File: config.mk
export PLATFORM = sky130hd
export DESIGN_NAME = if_pc_gen
export DESIGN_NICKNAME = d
export VERILOG_FILES = /design/src/rtl/if_pc_gen.sv
export SDC_FILE = /design/constraint.sdc
export NUM_CORES = 1
export LEC_CHECK = 0
export BUFFER_PORTS_ARGS = -buffer_cell sky130_fd_sc_hd__buf_2
export CAP_MARGIN = 0
export CORE_MARGIN = 3
export CORE_UTILIZATION = 45
export CTS_CLUSTER_SIZE = 25
export DETAILED_ROUTE_END_ITERATION = 16
export GPL_TIMING_DRIVEN = 0
export PLACE_DENSITY = 0.73
export SLEW_MARGIN = 20
export SYNTH_ARGS = -nofsm -noshare
export SYNTH_HDL_FRONTEND = slang
export SYNTH_SLANG_ARGS = --single-unit
File: constraint.sdc
create_clock -name cpu_clk_50M -period 4.6 [get_ports cpu_clk_50M]
set_clock_uncertainty 0.2 [all_clocks]
set_input_delay 0.46 -clock cpu_clk_50M [delete_from_list [all_inputs] [get_ports cpu_clk_50M]]
set_output_delay 0.46 -clock cpu_clk_50M [all_outputs]
set_load 0.01 [all_outputs]
File: src/rtl/if_pc_gen.sv
// Fetch PC generator: registered next-PC select (flush > stall > branch > pending > +PC_STEP), one-edge redirect latency.
// Stall holds the PC and parks a branch target until release; no combinational path from inputs to pc_o.
module if_pc_gen #(
  parameter logic [31:0] RESET_PC = 32'hBFC0_0000,
  parameter logic [31:0] PC_STEP  = 32'd4
) (
  input  logic        cpu_clk_50M,
  input  logic        cpu_rst,
  input  logic        stall_i,
  input  logic        flush_i,
  input  logic [31:0] flush_pc_i,
  input  logic        branch_flag_i,
  input  logic [31:0] branch_target_i,
  output logic [31:0] pc_o,
  output logic        ce_o,
  output logic        redirect_pending_o
);

  logic        pending_valid;
  logic [31:0] pending_pc;

  always_ff @(posedge cpu_clk_50M) begin
    if (cpu_rst) begin
      ce_o          <= 1'b0;
      pc_o          <= RESET_PC;
      pending_valid <= 1'b0;
      pending_pc    <= 32'd0;
    end else begin
      ce_o <= 1'b1;
      // The first enabled cycle must fetch the boot vector, so redirects are ignored until ce_o rises.
      if (!ce_o) begin
        pc_o <= RESET_PC;
      end else if (flush_i) begin
        pc_o          <= flush_pc_i;
        pending_valid <= 1'b0;
      end else if (stall_i) begin
        if (branch_flag_i) begin
          pending_valid <= 1'b1;
          pending_pc    <= branch_target_i;
        end
      end else if (branch_flag_i) begin
        pc_o          <= branch_target_i;
        pending_valid <= 1'b0;
      end else if (pending_valid) begin
        pc_o          <= pending_pc;
        pending_valid <= 1'b0;
      end else begin
        pc_o <= pc_o + PC_STEP;
      end
    end
  end

  assign redirect_pending_o = pending_valid;

endmodule

==> results.tsv, run 1 <==
stage	metric	value	unit
timing	finalCriticalPeriod	2.60	ns
cells_and_area	final_cells	755	
setup_path	critPathTopFamily	compound AO/OA/AOI/OAI gates	
yosys	netlist_area	3980	µm²
global_routing	grt_pass1_wl	22800	µm
setup_path	cp.buffers_inverters	0	
global_routing	busiest_layer	met2	
cells_and_area	antenna_cells	0	
cells_and_area	drive_gt1_frac	0.200	
worst_hold_path	min_path_type	input port to flop	
timing	setup-tns-final	0	ns
cells_and_area	fill_cells	857	
yosys	synth_edf_count	0	
yosys	ys_async_sr_fraction	0	
clock_network	cts_setup_buffers	0	
timing	rsz0062_at_grt	no	
route	first_pass_iters	5	
yosys	ys.flop_type	dfxtp_1	
yosys	synth_cell_types	58	
pwr	swShare	0.297	
clock_network	clock_latency	0.35	ns
route	drc	0	
floorplan	core_area	8420	µm²
setup_path	cp.arrival	2.60	ns
global_routing	grtUsageMet1	0.425	
clock_network	post_cts_resized	0	
setup_path	slowest_delay	0.75	ns
yosys	synth-warning-count	0	
placement	io_buffers	99	
yosys	yosysTopAreaCellShare	0.332	
pwr	pwr-share-seq	0.454	
clock_network	clkTransAtPathRegs	0.08	ns
setup_path	crit_required	4.59	ns
floorplan	die_w	100	µm
cells_and_area	fin_util	0.571	
placement	routabilityCongestion	1.03	
clock_network	htreeDepth	3	
yosys	yosys-top-cells-area	dfxtp_1 (33%), nand2_1 (9.7%), a21oi_1 (7.9%), o21ai_0 (4.9%), clkbuf_1 (3.8%)	
worst_hold_path	holdCritStartpoint	flush_pc_i[1]	
floorplan	core.rowCount	33	
setup_path	worst-setup-path-type	flop to flop	
pwr	power.density	283	nW/µm²
clock_network	ctsHoldBuffers	0	
route	viasPerCell	6.14	
floorplan	start_util	0.473	
yosys	ys_seq_area_frac	0.332	
global_routing	grt.met3_usage	0.0570	
run_status	status	finished, final reports clean	
pwr	ir_worst_vdd	140	µV
yosys	synth_cells	535	
cells_and_area	areaGrowthSynthToFinish	20.7	%
route	ant_nets	0	
global_routing	antenna_found_initial	0	
timing	tightest_slew	0.873	ns
clock_network	cts_tree	built	
timing	max-slew-margin-rel	0.403	
pwr	clkPwrFrac	0.375	
setup_path	reg2reg_slack	2.00	ns
yosys	synth_nets	605	
pwr	p_comb_frac	0.171	
clock_network	root_buffer	clkbuf_8	
setup_path	crit_chain	and4_4 > nand2_1 > mux2_2 > a2111oi_0 > o21ai_0	
clock_network	cts.sinks	66	
pwr	switchingPower	0.404	mW
setup_path	crit_slowest_cell	a2111oi_0	
global_routing	grt_pass1_vias	4069	
global_routing	overflow	0	
floorplan	io_pins	103	
setup_path	cp_max_fo	8	
timing	fmax	384	MHz
global_routing	use_met2	0.445	
yosys	synth-seq-cells	66	
timing	setup_violations	0	
cells_and_area	nets	715	
pwr	total_leakage_power	1.84	nW
floorplan	die_y	100	µm
clock_network	cts-buffers-inserted	9	
timing	maxSlewViolCount	0	
timing	finalHoldViolations	0	
global_routing	grt_max_degree	11	
run	max-cap-violations	0	
yosys	yosys.area.top_type	dfxtp_1	
route	routed-via-count	4633	
placement	dp_cells	739	
route	wl	14900	µm
pwr	internal_power	0.957	mW
timing	period_share	0.566	
placement	dpl.hpwl	11300	µm
floorplan	die_area	10000	µm²
setup_path	crit_path_start	pc_o[5]	
setup_path	critPathLaunchType	flop	
global_routing	globalRouteTotalUtil	0.292	
setup_path	cp-end-kind	flop	
route	drt_iter0_drc	574	
clock_network	clk_path_buf_depth	2	
setup_path	rr_startpoint	pc_o[5]	
route	routedWlPerCell	19.8	µm
yosys	synth_area_per_cell	7.45	µm²
[final timing paths]
path / depth (start not counted) / to
setup reg to reg: 5 / pc_o[7]
setup / recovery: 5 / pc_o[7]
hold / removal: 2 / pc_o[1]
hold reg to reg: 2 / pending_pc[10]
[synth_stat cells, drive strengths merged, types with 2 or more instances]
library cell	n
nand2	103
dfxtp	66
a21oi	63
clkbuf	40
o21ai	40
nor2	20
nand3	15
inv	12
mux2i	12
nand4	12
nor3b	12
nor3	11
xnor2	10
a211oi	8
and3	8
nor2b	8
a22oi	7
buf	7
o211ai	7
a31oi	6
nor4	6
o311ai	6
o221ai	5
a2111oi	4
a221oi	4
and4	4
nand2b	4
nand3b	4
o22ai	4
nor4b	3
o211a	3
xor2	3
o21a	2
[cell usage in the layout, fill, tap and decap left out, types with 11 or more instances in the layout]
master,count
mux2i_1,12
dfxtp_1,66
nand3_1,15
nand2_1,103
clkbuf_8,11
nor2_1,20
clkbuf_1,43
inv_1,12
nor3b_1,11
nand4_1,11
nor3_1,11
o21ai_0,39
a21oi_1,63
buf_2,104
[power by group through the flow]
stage | combinational [mW] | clock (mW) | sequential, mW
2_1_floorplan | 0.120 | 0 | 0.630
5_1_grt | 0.251 | 0.538 | 0.619
4_1_cts | 0.226 | 0.508 | 0.616
6_report | 0.233 | 0.511 | 0.617
3_3_place_gp | 0.223 | 0 | 0.628
3_5_place_dp | 0.225 | 0 | 0.629
[metrics by stage]
step	instance area, µm²	setup slack, ns	hold WS [ns]	total power [mW]
after floorplan	3980	2.49	0.231	0.750
after global placement	4610	1.93	0.238	0.851
after detailed placement	4610	1.90	0.243	0.854
after CTS	4810	2.13	0.139	1.35
after global routing	4810	1.88	0.155	1.41
final	4810	2.00	0.133	1.36
[sequential cells by signal (all words and copies together), names as in the netlist]
signal / flops
pending_pc: 32
redirect_pending_o: 1
pc_o: 32
ce_o: 1
[final cells by class]
| cell class | instances | area, µm² | share of cell area |
|---|---|---|---|
| flip-flops and latches | 66 | 1320 | 0.275 |
| inverters | 12 | 45.0 | 0.00937 |
| repair buffers | 99 | 495 | 0.103 |
| clock inverters | 2 | 35.0 | 0.00729 |
| plain buffers | 47 | 183 | 0.0380 |
| clock buffers | 14 | 163 | 0.0338 |
| multi-input cells | 410 | 2430 | 0.506 |
| well taps | 105 | 131 | 0.0273 |
[per-layer routing]
metal / share of wire / up-vias
met2: 0.45 / 324
met3: 0.13 / 35
li1: - / 2161
met1: 0.40 / 2113
met4: 0.019 / 0
met5: 0 / -
[cell families (layout without fill, tap and decap cells)]
logic type                 after synthesis  after routing  share of synthesized area
AOI/OAI and AO/OA                      170            170                      0.269
adders and majority gates                1              1                    0.00314
xor gates and xnor gates                13             13                     0.0286
buffers and inverters                   59            174                     0.0572
muxes                                   13             13                     0.0330
DFF                                     66             66                      0.332
and+or+nand+nor                        213            213                      0.278
(Power assumes the default switching activity.)
==> inputs of run 2 (changes only) <==
==> constraint.sdc (replaced) <==
create_clock -name cpu_clk_50M -period 2.58 [get_ports cpu_clk_50M]
set_clock_uncertainty 0.2 [all_clocks]
set_input_delay 0.258 -clock cpu_clk_50M [delete_from_list [all_inputs] [get_ports cpu_clk_50M]]
set_output_delay 0.258 -clock cpu_clk_50M [all_outputs]
set_load 0.01 [all_outputs]
==> run 2 against run 1 <==
Net effect:
- the flow now finishes with violations (negative hold slack)
- power grew 83%
- maximum frequency grew 4.1%
- sequential power grew 78%
- cell count grew 5.8%
- critical path depth grew 1
- critical endpoint is now pc_o[6]
==> results.tsv, run 2 (same netlist as run 1, synthesis figures left out) <==
stage	metric	value	unit
global_routing	antenna_found_initial	0	
run_status	status	finished, violations left	
floorplan	die_area	10000	µm²
setup_path	cp.arrival	2.51	ns
clock_network	cts_setup_buffers	0	
global_routing	grt_pass1_vias	4303	
setup_path	cp_max_fo	10	
route	ant_nets	0	
worst_hold_path	holdPathStages	3	
global_routing	grt_pass1_wl	23800	µm
clock_network	root_buffer	clkbuf_8	
placement	dpl.hpwl	11300	µm
setup_path	critPathLaunchType	flop	
route	viasPerCell	6.03	
pwr	internal_power	1.75	mW
clock_network	clkTransAtPathRegs	0.07	ns
clock_network	cts-buffers-inserted	9	
floorplan	io_pins	103	
cells_and_area	nets	759	
floorplan	core.rowCount	33	
cells_and_area	final_common_cell	buf_2	
route	first_pass_iters	6	
timing	tightest_slew	0.804	ns
timing	max-slew-margin-rel	0.462	
floorplan	start_util	0.473	
setup_path	ff2ff_path_depth	6	
cells_and_area	drive_gt1_frac	0.189	
placement	routabilityCongestion	1.03	
pwr	swShare	0.295	
cells_and_area	areaGrowthSynthToFinish	32.0	%
timing	rsz0062_at_grt	yes	
pwr	ir_worst_vdd	257	µV
global_routing	grt_max_degree	11	
timing	maxSlewViolCount	0	
cells_and_area	reg.largest.list	pc_o: 32 flops, pending_pc: 32 flops	
clock_network	htreeDepth	3	
route	routedWlPerCell	19.4	µm
timing	fmax	400	MHz
setup_path	crit_required	2.59	ns
floorplan	die_w	100	µm
pwr	power.density	472	nW/µm²
floorplan	die_y	100	µm
global_routing	overflow	0	
cells_and_area	fin_util	0.624	
timing	finalCriticalPeriod	2.50	ns
timing	setup-tns-final	0	ns
clock_network	clock_latency	0.34	ns
clock_network	cts_tree	built	
route	wl	15500	µm
route	drc	0	
timing	setup_ws	0.0796	ns
floorplan	core_area	8420	µm²
route	routed-via-count	4817	
clock_network	cts.sinks	66	
run	max-cap-violations	0	
setup_path	cp-end-kind	flop	
pwr	pwr-share-seq	0.443	
worst_hold_path	min_path_type	input port to flop	
clock_network	clk_path_buf_depth	2	
timing	finalHoldViolations	1	
global_routing	globalRouteTotalUtil	0.305	
timing	hold_slack	-0.00380	ns
timing	setup_violations	0	
pwr	p_comb_frac	0.189	
setup_path	worst-setup-path-type	flop to flop	
cells_and_area	antenna_cells	0	
pwr	clkPwrFrac	0.367	
timing	period_share	0.969	
route	drt_iter0_drc	637	
cells_and_area	layout_common_cells	buf_2 (104), nand2_1 (103), dfxtp_1 (66)	
pwr	switchingPower	0.733	mW
placement	pre_cts_ws	0.0805	ns
placement	io_buffers	99	
run_status	violations	negative hold slack	
pwr	total_leakage_power	2.05	nW
run 2: cell types whose count changed in the layout (fill, tap and decap cells not counted):
cell / delta
nor4b_2: -1
nor4b_4: +1
dlygate4sd3_1: +44
a2111oi_0: -1
clkbuf_1: -1
a2111oi_1: +1
clkbuf_2: +1
run 2: path summary, 6_finish.rpt:
check,start,end,slack (ns)
max,redirect_pending_o,pc_o[6],0.08
min,flush_pc_i[28],pc_o[28],-0.004
max reg2reg,redirect_pending_o,pc_o[6],0.08
min reg2reg,pending_pc[10],pending_pc[10],0.26
run 2: critical path, stage by stage, from the launching register on:
cell,delay (ns)
dfxtp_1,0.36
clkbuf_1,0.31
clkbuf_1,0.38
clkbuf_1,0.47
o21ai_0,0.17
mux2i_1,0.31
o22ai_1,0.15
run 2: per-stage QoR:
| step | cells | hold slack (ns) | power, mW | area (µm²) |
|---|---|---|---|---|
| floorplan | 535 | 0.185 | 1.34 | 3980 |
| global placement | 739 | 0.238 | 1.52 | 4610 |
| detailed placement | 739 | 0.243 | 1.52 | 4610 |
| CTS | 799 | 0.000548 | 2.46 | 5250 |
| global route | 799 | 0.0204 | 2.56 | 5260 |
| finish | 799 | -0.00380 | 2.48 | 5260 |
run 2: layout make-up:
class | instances | area (µm²)
clock inverters | 2 | 35.0
clock buffers | 14 | 163
plain buffers | 47 | 184
flip-flops and latches | 66 | 1320
repair buffers | 143 | 936
inverters | 12 | 45.0
well taps | 105 | 131
multi-input cells | 410 | 2440
fillers | 801 | 3160
run 2: power by group through the flow:
stage                     Clock [mW]  Combinational, mW  Sequential, mW
after floorplan                    0              0.214            1.12
after global placement             0              0.398            1.12
after detailed placement           0              0.401            1.12
after CTS                      0.905              0.453            1.10
after global routing           0.956              0.504            1.10
final                          0.912              0.471            1.10
run 2: what timing repair did:
item                       in CTS  in global routing
gates resized for setup         0                  4
hold endpoints to repair       44                  0
setup endpoints to repair       0                  7
hold buffers                   44                  0
run 2: per-layer routing:
metal / GRT usage / up-vias / wire length [µm] / part of all wire
li1: - / 2250 / - / -
met1: 0.436 / 2168 / 6230 / 0.40
met2: 0.479 / 359 / 7100 / 0.46
met3: 0.0521 / 40 / 1870 / 0.12
met4: 0.0767 / 0 / 330 / 0.021
met5: 0 / - / 0 / 0
==> inputs of run 3 (changes only) <==
--- a/config.mk
+++ b/config.mk
@@ -8,11 +8,11 @@
 export BUFFER_PORTS_ARGS = -buffer_cell sky130_fd_sc_hd__buf_2
 export CAP_MARGIN = 0
 export CORE_MARGIN = 3
-export CORE_UTILIZATION = 45
+export CORE_UTILIZATION = 40
 export CTS_CLUSTER_SIZE = 25
 export DETAILED_ROUTE_END_ITERATION = 16
 export GPL_TIMING_DRIVEN = 0
-export PLACE_DENSITY = 0.73
+export PLACE_DENSITY = 0.6
 export SLEW_MARGIN = 20
 export SYNTH_ARGS = -nofsm -noshare
 export SYNTH_HDL_FRONTEND = slang
==> run 3 against run 2 <==
Net effect:
- the run now ends clean
- critical path type unchanged
- critical endpoint is now pc_o[22]
- via count down 1.5%
- sequential power barely moved
- non-clock buffer count rose by 5
- wire length up 7.5%
==> results.tsv, run 3 (same netlist as run 1, synthesis figures left out) <==
stage	metric	value	unit
run_status	status	finished, final reports clean	
setup_path	crit_chain	ha_1 > nand4_1 > nor4b_4 > buf_4 > nand3_1 > xor2_1 > a22oi_1	
route	ant_nets	0	
cells_and_area	areaGrowthSynthToFinish	34.8	%
pwr	total_leakage_power	2.08	nW
clock_network	htreeDepth	3	
clock_network	clock_latency	0.36	ns
floorplan	core_area	9460	µm²
timing	maxSlewViolCount	0	
placement	dpl.hpwl	12100	µm
cells_and_area	layout_common_cells	buf_2 (104), nand2_1 (103), dfxtp_1 (66)	
worst_hold_path	min_path_type	input port to flop	
timing	finalCriticalPeriod	2.47	ns
cells_and_area	final_common_cell	buf_2	
clock_network	cts-buffers-inserted	9	
setup_path	worst-setup-path-type	flop to flop	
timing	setup_violations	0	
cells_and_area	nets	764	
setup_path	critPathLaunchType	flop	
cells_and_area	drive_gt1_frac	0.197	
pwr	ir_worst_vdd	344	µV
global_routing	overflow	0	
clock_network	cts_tree	built	
pwr	power.density	483	nW/µm²
clock_network	root_buffer	clkbuf_8	
placement	io_buffers	99	
setup_path	cp.buffers_inverters	1	
setup_path	slowest_delay	0.50	ns
cells_and_area	reg.largest.list	pc_o: 32 flops, pending_pc: 32 flops	
timing	setup-tns-final	0	ns
cells_and_area	stdcell_area	5370	µm²
cells_and_area	antenna_cells	0	
setup_path	cp-end-kind	flop	
route	routedWlPerCell	20.2	µm
global_routing	grt_max_degree	13	
global_routing	grt_pass1_vias	4425	
setup_path	crit_slowest_cell	dfxtp_1	
route	wl	16700	µm
floorplan	start_util	0.421	
setup_path	cp_max_fo	7	
clock_network	clkTransAtPathRegs	0.09	ns
placement	routabilityCongestion	0.892	
route	viasPerCell	5.73	
setup_path	cp.arrival	2.54	ns
floorplan	die_area	11200	µm²
floorplan	die_w	106	µm
setup_path	crit_required	2.65	ns
route	routed-via-count	4747	
route	drt_iter0_drc	432	
clock_network	clk_path_buf_depth	2	
clock_network	cts.sinks	66	
route	first_pass_iters	5	
floorplan	core.rowCount	35	
setup_path	critPathTopFamily	simple AND/OR/NAND/NOR gates	
global_routing	grt_pass1_wl	25300	µm
floorplan	io_pins	103	
route	drc	0	
run	max-cap-violations	0	
placement	dpl_cell_area	4640	µm²
timing	fmax	405	MHz
global_routing	globalRouteTotalUtil	0.293	
timing	period_share	0.956	
timing	finalHoldViolations	0	
floorplan	die_y	106	µm
timing	tightest_slew	0.838	ns
pwr	power.total	2.59	mW
global_routing	antenna_found_initial	0	
timing	rsz0062_at_grt	no	
timing	max-slew-margin-rel	0.439	
==> run 3: metrics by stage <==
stage | std cells | worst slack [ns] | utilization | hold WS (ns)
global placement | 763 | -0.0668 | 0.491 | 0.239
detailed placement | 763 | -0.0211 | 0.491 | 0.244
CTS | 827 | 0.0333 | 0.565 | 0.00441
global route | 828 | 0.0215 | 0.568 | 0.0151
finish | 828 | 0.113 | 0.568 | 0.00769
floorplan | 535 | 0.469 | - | 0.185
==> run 3: layout make-up <==
type                    count  area (µm²)
inverters                  12        45.0
well taps                 129         161
flip-flops and latches     66        1320
plain buffers              47         185
repair buffers            148         983
multi-input cells         410        2460
clock inverters             7        93.8
clock buffers               9         124
fillers                   993        4090
==> run 3: power breakdown <==
group          switching (mW)  total, mW  internal [mW]
Clock                   0.469       1.01          0.542
Combinational           0.281      0.481          0.200
Sequential             0.0478       1.10           1.05
==> run 3: layer usage <==
layer,GRT usage,part of all wire,vias to the layer above
li1,-,-,2261
met1,0.417,0.45,2228
met2,0.446,0.44,225
met3,0.0576,0.088,33
met4,0.0934,0.019,0
met5,0,0,-
==> run 3: tightest hold or removal path, delay by kind of cell <==
family | cells | cell delay [ns]
buffers and inverters | 1 | 0.08
AOI/OAI and AO/OA | 2 | 0.18
==> run 3: worst paths after layout <==
kind | from | cells after the start | to | slack (ns)
worst min register to register | pending_pc[13] | 2 | pending_pc[13] | 0.26
worst max-delay path | pc_o[2] | 7 | pc_o[22] | 0.11
worst min-delay path | flush_pc_i[6] | 3 | pc_o[6] | 0.008
worst max register to register | pc_o[2] | 7 | pc_o[22] | 0.11
==> run 3: repair_timing <==
action	in CTS	in global routing
endpoints found under the hold margin	48	0
endpoints found under the setup margin	1	10
buffers inserted	0	1
pin swaps	0	1
hold buffers	48	0
gates resized for setup	1	7
